`config.mk`:
```
export PLATFORM = sky130hd
export DESIGN_NAME = signed_fixed_point_mac_lanes
export DESIGN_NICKNAME = d
export VERILOG_FILES = /design/src/rtl/signed_fixed_point_mac_lanes.sv
export SDC_FILE = /design/constraint.sdc
export NUM_CORES = 2
export LEC_CHECK = 0
export CAP_MARGIN = 20
export CORE_AREA = 2 2 315 317
export DETAILED_ROUTE_END_ITERATION = 10
export DIE_AREA = 0 0 317 319
export PLACE_DENSITY = 0.72
export REMOVE_ABC_BUFFERS = 1
export SYNTH_ARGS = -nofsm -noshare
export SYNTH_HDL_FRONTEND = slang
export SYNTH_SLANG_ARGS = --single-unit
```
`constraint.sdc`:
```
create_clock -name clk_in -period 5.14 [get_ports clk_in]
set_input_delay 1.028 -clock clk_in [delete_from_list [all_inputs] [get_ports clk_in]]
set_output_delay 1.028 -clock clk_in [all_outputs]
set_load 0.02 [all_outputs]
```
`src/rtl/signed_fixed_point_mac_lanes.sv`:
```
`default_nettype none
// ============================================================================
// Module   : signed_fixed_point_mac_lanes
// Purpose  : Multi-lane pipelined signed fixed-point multiplier. Each lane
//            forms the full-width signed product, rescales it by FRAC_BITS
//            (floor, or round-half-up when FXP_MUL_ROUND_EN is defined),
//            saturates it to PRODUCT_WIDTH and flags the clamp. A single
//            global enable stalls every stage under output backpressure.
// Ports    : clk_in          - clock, rising edge
//            rst_in          - asynchronous active-high reset
//            in_valid_in     - input beat valid
//            in_ready_out    - input beat accepted this cycle
//            multiplicand_in - NUM_LANES packed signed operands
//            multiplier_in   - NUM_LANES packed signed operands
//            out_valid_out   - output beat valid
//            out_ready_in    - downstream accepts output beat
//            product_out     - NUM_LANES packed saturated products
//            lane_sat_out    - per-lane saturation flags of the output beat
//            sat_sticky_out  - a saturated beat transferred since last clear
//            sat_clear_in    - synchronous clear of sat_sticky_out
// Macro    : FXP_MUL_ROUND_EN - enable round-half-up before the shift
// Revision : 1.0 - initial release
// ============================================================================
module signed_fixed_point_mac_lanes #(
    parameter int DATA_WIDTH    = 16,
    parameter int FRAC_BITS     = 10,
    parameter int NUM_LANES     = 4,
    parameter int PIPE_STAGES   = 2,
    parameter int PRODUCT_WIDTH = DATA_WIDTH
) (
    input  logic                               clk_in,
    input  logic                               rst_in,
    input  logic                               in_valid_in,
    output logic                               in_ready_out,
    input  logic [NUM_LANES*DATA_WIDTH-1:0]    multiplicand_in,
    input  logic [NUM_LANES*DATA_WIDTH-1:0]    multiplier_in,
    output logic                               out_valid_out,
    input  logic                               out_ready_in,
    output logic [NUM_LANES*PRODUCT_WIDTH-1:0] product_out,
    output logic [NUM_LANES-1:0]               lane_sat_out,
    output logic                               sat_sticky_out,
    input  logic                               sat_clear_in
);

    localparam int c_raw_width = 2 * DATA_WIDTH;
    // One guard bit above the raw product so the rounding add cannot wrap.
    localparam int c_ext_width = c_raw_width + 1;

    localparam logic signed [c_ext_width-1:0] c_sat_max =
        {{(c_ext_width-PRODUCT_WIDTH+1){1'b0}}, {(PRODUCT_WIDTH-1){1'b1}}};
    localparam logic signed [c_ext_width-1:0] c_sat_min =
        {{(c_ext_width-PRODUCT_WIDTH+1){1'b1}}, {(PRODUCT_WIDTH-1){1'b0}}};
    localparam logic [PRODUCT_WIDTH-1:0] c_lane_max = {1'b0, {(PRODUCT_WIDTH-1){1'b1}}};
    localparam logic [PRODUCT_WIDTH-1:0] c_lane_min = {1'b1, {(PRODUCT_WIDTH-1){1'b0}}};

    logic                                w_en;
    logic [NUM_LANES*c_raw_width-1:0]    w_mul;
    logic [NUM_LANES*c_raw_width-1:0]    r_s1_prod;
    logic                                r_s1_valid;
    logic [NUM_LANES*PRODUCT_WIDTH-1:0]  w_rect;
    logic [NUM_LANES-1:0]                w_sat;

    // Whole pipeline advances together; ready depends combinationally on
    // out_ready_in so a held output beat can leave and be replaced in one cycle.
    assign w_en         = !out_valid_out || out_ready_in;
    assign in_ready_out = w_en;

    // ------------------------------------------------------------------------
    // Per-lane multiply (before stage 1) and rectification (after stage 1)
    // ------------------------------------------------------------------------
    for (genvar gi = 0; gi < NUM_LANES; gi++) begin : g_lane
        logic signed [c_raw_width-1:0] w_a;
        logic signed [c_raw_width-1:0] w_b;
        logic signed [c_raw_width-1:0] w_raw;
        logic signed [c_ext_width-1:0] w_raw_ext;
        logic signed [c_ext_width-1:0] w_shifted;
        logic                          w_over;
        logic                          w_under;

        // Sign-extend to full product width so the low 2*DATA_WIDTH bits of
        // the multiply are the exact signed product.
        assign w_a = {{DATA_WIDTH{multiplicand_in[gi*DATA_WIDTH+DATA_WIDTH-1]}},
                      multiplicand_in[gi*DATA_WIDTH +: DATA_WIDTH]};
        assign w_b = {{DATA_WIDTH{multiplier_in[gi*DATA_WIDTH+DATA_WIDTH-1]}},
                      multiplier_in[gi*DATA_WIDTH +: DATA_WIDTH]};
        assign w_mul[gi*c_raw_width +: c_raw_width] = w_a * w_b;

        assign w_raw     = r_s1_prod[gi*c_raw_width +: c_raw_width];
        assign w_raw_ext = {w_raw[c_raw_width-1], w_raw};

`ifdef FXP_MUL_ROUND_EN
        localparam logic signed [c_ext_width-1:0] c_round_half =
            {{(c_ext_width-1){1'b0}}, 1'b1} << (FRAC_BITS - 1);
        logic signed [c_ext_width-1:0] w_rounded;
        assign w_rounded = w_raw_ext + c_round_half;
        assign w_shifted = w_rounded >>> FRAC_BITS;
`else
        assign w_shifted = w_raw_ext >>> FRAC_BITS;
`endif

        assign w_over  = (w_shifted > c_sat_max);
        assign w_under = (w_shifted < c_sat_min);
        assign w_rect[gi*PRODUCT_WIDTH +: PRODUCT_WIDTH] =
            w_over  ? c_lane_max :
            w_under ? c_lane_min :
                      w_shifted[PRODUCT_WIDTH-1:0];
        assign w_sat[gi] = w_over | w_under;
    end

    // ------------------------------------------------------------------------
    // Stage 1: raw products. Bubbles still load data (don't-care) for simplicity.
    // ------------------------------------------------------------------------
    always_ff @(posedge clk_in or posedge rst_in) begin
        if (rst_in) begin
            r_s1_valid <= 1'b0;
            r_s1_prod  <= '0;
        end else if (w_en) begin
            r_s1_valid <= in_valid_in;
            r_s1_prod  <= w_mul;
        end
    end

    // ------------------------------------------------------------------------
    // Stages 2..PIPE_STAGES: rectified lanes, flags and valid
    // ------------------------------------------------------------------------
    if (PIPE_STAGES == 1) begin : g_single_stage
        assign out_valid_out = r_s1_valid;
        assign product_out   = w_rect;
        assign lane_sat_out  = w_sat;
    end else begin : g_multi_stage
        logic [NUM_LANES*PRODUCT_WIDTH-1:0] r_data  [PIPE_STAGES-1];
        logic [NUM_LANES-1:0]               r_sat   [PIPE_STAGES-1];
        logic [PIPE_STAGES-2:0]             r_valid;

        always_ff @(posedge clk_in or posedge rst_in) begin
            if (rst_in) begin
                r_valid <= '0;
                for (int s = 0; s < PIPE_STAGES - 1; s++) begin
                    r_data[s] <= '0;
                    r_sat[s]  <= '0;
                end
            end else if (w_en) begin
                r_valid[0] <= r_s1_valid;
                r_data[0]  <= w_rect;
                r_sat[0]   <= w_sat;
                for (int s = 1; s < PIPE_STAGES - 1; s++) begin
                    r_valid[s] <= r_valid[s-1];
                    r_data[s]  <= r_data[s-1];
                    r_sat[s]   <= r_sat[s-1];
                end
            end
        end

        assign out_valid_out = r_valid[PIPE_STAGES-2];
        assign product_out   = r_data[PIPE_STAGES-2];
        assign lane_sat_out  = r_sat[PIPE_STAGES-2];
    end

    // ------------------------------------------------------------------------
    // Sticky saturation status: a saturated transfer beats a same-cycle clear.
    // ------------------------------------------------------------------------
    always_ff @(posedge clk_in or posedge rst_in) begin
        if (rst_in) begin
            sat_sticky_out <= 1'b0;
        end else if (out_valid_out && out_ready_in && (|lane_sat_out)) begin
            sat_sticky_out <= 1'b1;
        end else if (sat_clear_in) begin
            sat_sticky_out <= 1'b0;
        end
    end

endmodule
`default_nettype wire

```
==> impl_metrics.tcl <==
set metrics [dict create \
    outcome "finished with violations" \
    violations "negative setup slack" \
    grt_start_max_net_pins 161 \
    layout.nets 6962 \
    fin_skew_ns 0.0125 \
    route.vias.total 33300 \
    start_util_pct 44.7 \
    period_share_pct 124 \
    wl_per_cell_um 16.3 \
    cts_root_buf "clkbuf_16" \
    r2r_slack_ns 2.86 \
    path_class "input pin to flip-flop" \
    endpoint_kind "flip-flop" \
    die_y_um 319 \
    worstHoldPathCells 2 \
    layout_min_cycle_time_ns 6.40 \
    synth-seq-area-share_pct 9.12 \
    relSlewSlack_pct 41.9 \
    hold_viol_final 0 \
    tightest_slew_ns 0.872 \
    antenna_left 0 \
    setup_violations 87 \
    dieArea_sq_um 101000 \
    synth_area_sq_um 43700 \
    rsz0062_at_grt "true" \
    r2r_cells 5 \
    netlist-cell-type-count 70 \
    drt-initial-drc-count 1858 \
    cts_hold_buf 0 \
    clk_transition_reported_paths_ns 0.07 \
    routabilityCongestion 0.914 \
    synth_top_cell_area_share_pct 47.9 \
    arrival_ns 6.72 \
    die_w_um 317 \
    synth_top_cell_by_area "fa_1" \
    first_pass_iters 7 \
    num_rows 115 \
    io_pins 204 \
    cp-start-kind "input pin" \
    htree_levels 4 \
    drive_above_1_share_pct 24.1 \
    required_ns 5.46 \
    fill_cells 8146 \
    vias_per_cell 4.92 \
    grtUsageTotal_pct 22.7 \
    core_area_sq_um 97700 \
    overflow 0 \
    synth_ff_type "dfrtp_1" \
    cts_tree "done" \
    whs_ns 0.461 \
    place_ws_ns -2.34 \
    antenna_found_initial 2 \
    drcViolationCount 0 \
    layout.cells.most_common "inv_1" \
    synthArstFlopShare_pct 100 \
    cts_sinks 159 \
    min_path_type "flip-flop to flip-flop" \
    yosysWarnings 0 \
    cts_buffer_depth 2 \
    routed_wirelength_um 110000 \
    dp_hpwl_um 90600 \
    flow.area_growth_from_synthesis_pct 26.4 \
    syn_inst 4680 \
    cts_made_buffers 17 \
    grt_pass1_wl_um 184000 \
    clk_latency_ns 0.47 \
    drv_slew 0 \
    setup_ws_ns -1.26 \
    max_cap_viol_count 0 \
    final_cell_mix "inv_1, fa_1, nand2_1, buf_4, and2_1" \
    critPathCapture "r_s1_prod[94]$_DFFE_PP0P_" \
    place.port_buffers 203 \
    synth_edf_count 0 \
    timing.critical_path.from "multiplier_in[38]" \
    fmax_mhz 156 \
    reg2reg_from "out_valid_out$_DFFE_PP0P_" \
    syn_avg_cell_area_sq_um 9.33 \
    reg2reg_to "product_out[0]$_DFFE_PP0P_" \
    grt_pass1_vias 36900 \
    synth_area_leaders "fa_1, inv_1, dfrtp_1" \
    ys_ff_latch 159 \
    path_max_fanout 4 \
]
-- worst min-delay path by stage --
stage | start | slack (ns) | end
after floorplan | r_s1_valid$_DFFE_PP0P_ | 0.43 | r_s1_valid$_DFFE_PP0P_
after global placement | r_s1_valid$_DFFE_PP0P_ | 0.44 | r_s1_valid$_DFFE_PP0P_
after detailed placement | r_s1_valid$_DFFE_PP0P_ | 0.45 | r_s1_valid$_DFFE_PP0P_
after CTS | r_s1_valid$_DFFE_PP0P_ | 0.46 | r_s1_valid$_DFFE_PP0P_
after global routing | r_s1_valid$_DFFE_PP0P_ | 0.49 | out_valid_out$_DFFE_PP0P_
final | r_s1_valid$_DFFE_PP0P_ | 0.46 | r_s1_valid$_DFFE_PP0P_
-- logic make-up after synthesis --
group | after synthesis | synth area share (%)
xor gates and xnor gates | 108 | 2.17
adders and majority gates | 1360 | 56.9
buffers and inverters | 1322 | 11.4
and+or+nand+nor | 1404 | 15.5
AOI/OAI and AO/OA | 326 | 4.87
DFF | 159 | 9.12
muxes | 1 | 0.0229
-- Yosys cell counts, drive strengths merged (16+ instances only) --
cell / count
a21o: 19
nor3: 19
o21ai: 126
o31ai: 17
nand4: 16
nand2: 624
inv: 1157
nand2b: 24
clkbuf: 157
a21oi: 86
nor2: 187
xor2: 34
ha: 316
dfrtp: 159
xnor2: 74
fa: 1044
and2: 485
-- stage by stage --
step	util [%]	instance area [sq um]	std cells	TNS, ns
5_1_grt	56.5	55200	6769	-85.04
6_report	56.5	55200	6770	-69.37
2_1_floorplan	-	43000	4515	-783.67
4_1_cts	55.4	54100	6723	-67.85
3_3_place_gp	52.4	51200	6582	-155.19
3_5_place_dp	52.4	51200	6582	-161.34
-- metal layers --
layer / global-route usage, % / share of wire [%] / vias to the layer above
met5: 0 / 0.029 / -
met1: 29.2 / 40 / 17000
met3: 4.69 / 6.6 / 181
li1: - / - / 15200
met2: 38.8 / 50 / 905
met4: 5.79 / 2.6 / 4
-- cell type report --
cell class / instances / area [sq um] / share of cell area [%]
well taps: 1287 / 1610 / 2.92
clock buffers: 18 / 429 / 0.778
repair buffers: 935 / 8110 / 14.7
diodes: 1 / 2.50 / 0.00453
flip-flops and latches: 159 / 3980 / 7.21
clock inverters: 14 / 148 / 0.268
multi-input cells: 3199 / 36600 / 66.2
inverters: 1157 / 4360 / 7.90
-- critical path, stage by stage --
cell     delay (ns)
buf_8          0.10
buf_6          0.11
and2_4         0.15
fa_1           0.55
inv_2          0.04
fa_2           0.54
inv_2          0.04
fa_1           0.46
fa_1           0.53
fa_1           0.56
inv_2          0.04
fa_1           0.52
inv_2          0.06
ha_4           0.27
nand2_4        0.05
or3_4          0.42
nor4b_4        0.21
buf_4          0.19
o21ai_4        0.10
a31oi_4        0.20
mux2i_2        0.29
xor2_1         0.17
o21ai_1        0.07
-- what timing repair did --
action | CTS | global route
endpoints found under the setup margin | 88 | 88
resized for setup | 904 | 296
pin swaps | 342 | 223
gates cloned | 7 | 0
setup buffers | 105 | 56
endpoints found under the hold margin | 0 | 0
-- registers in the layout, indices dropped and copies added, names as in the netlist --
name,flops
product_out,64
r_s1_prod,88
lane_sat_out,4
sat_sticky_out,1
out_valid_out,1
r_s1_valid,1
Power is not shown: default switching activity piles up to over one toggle a cycle in this logic, so the estimate is an artifact.
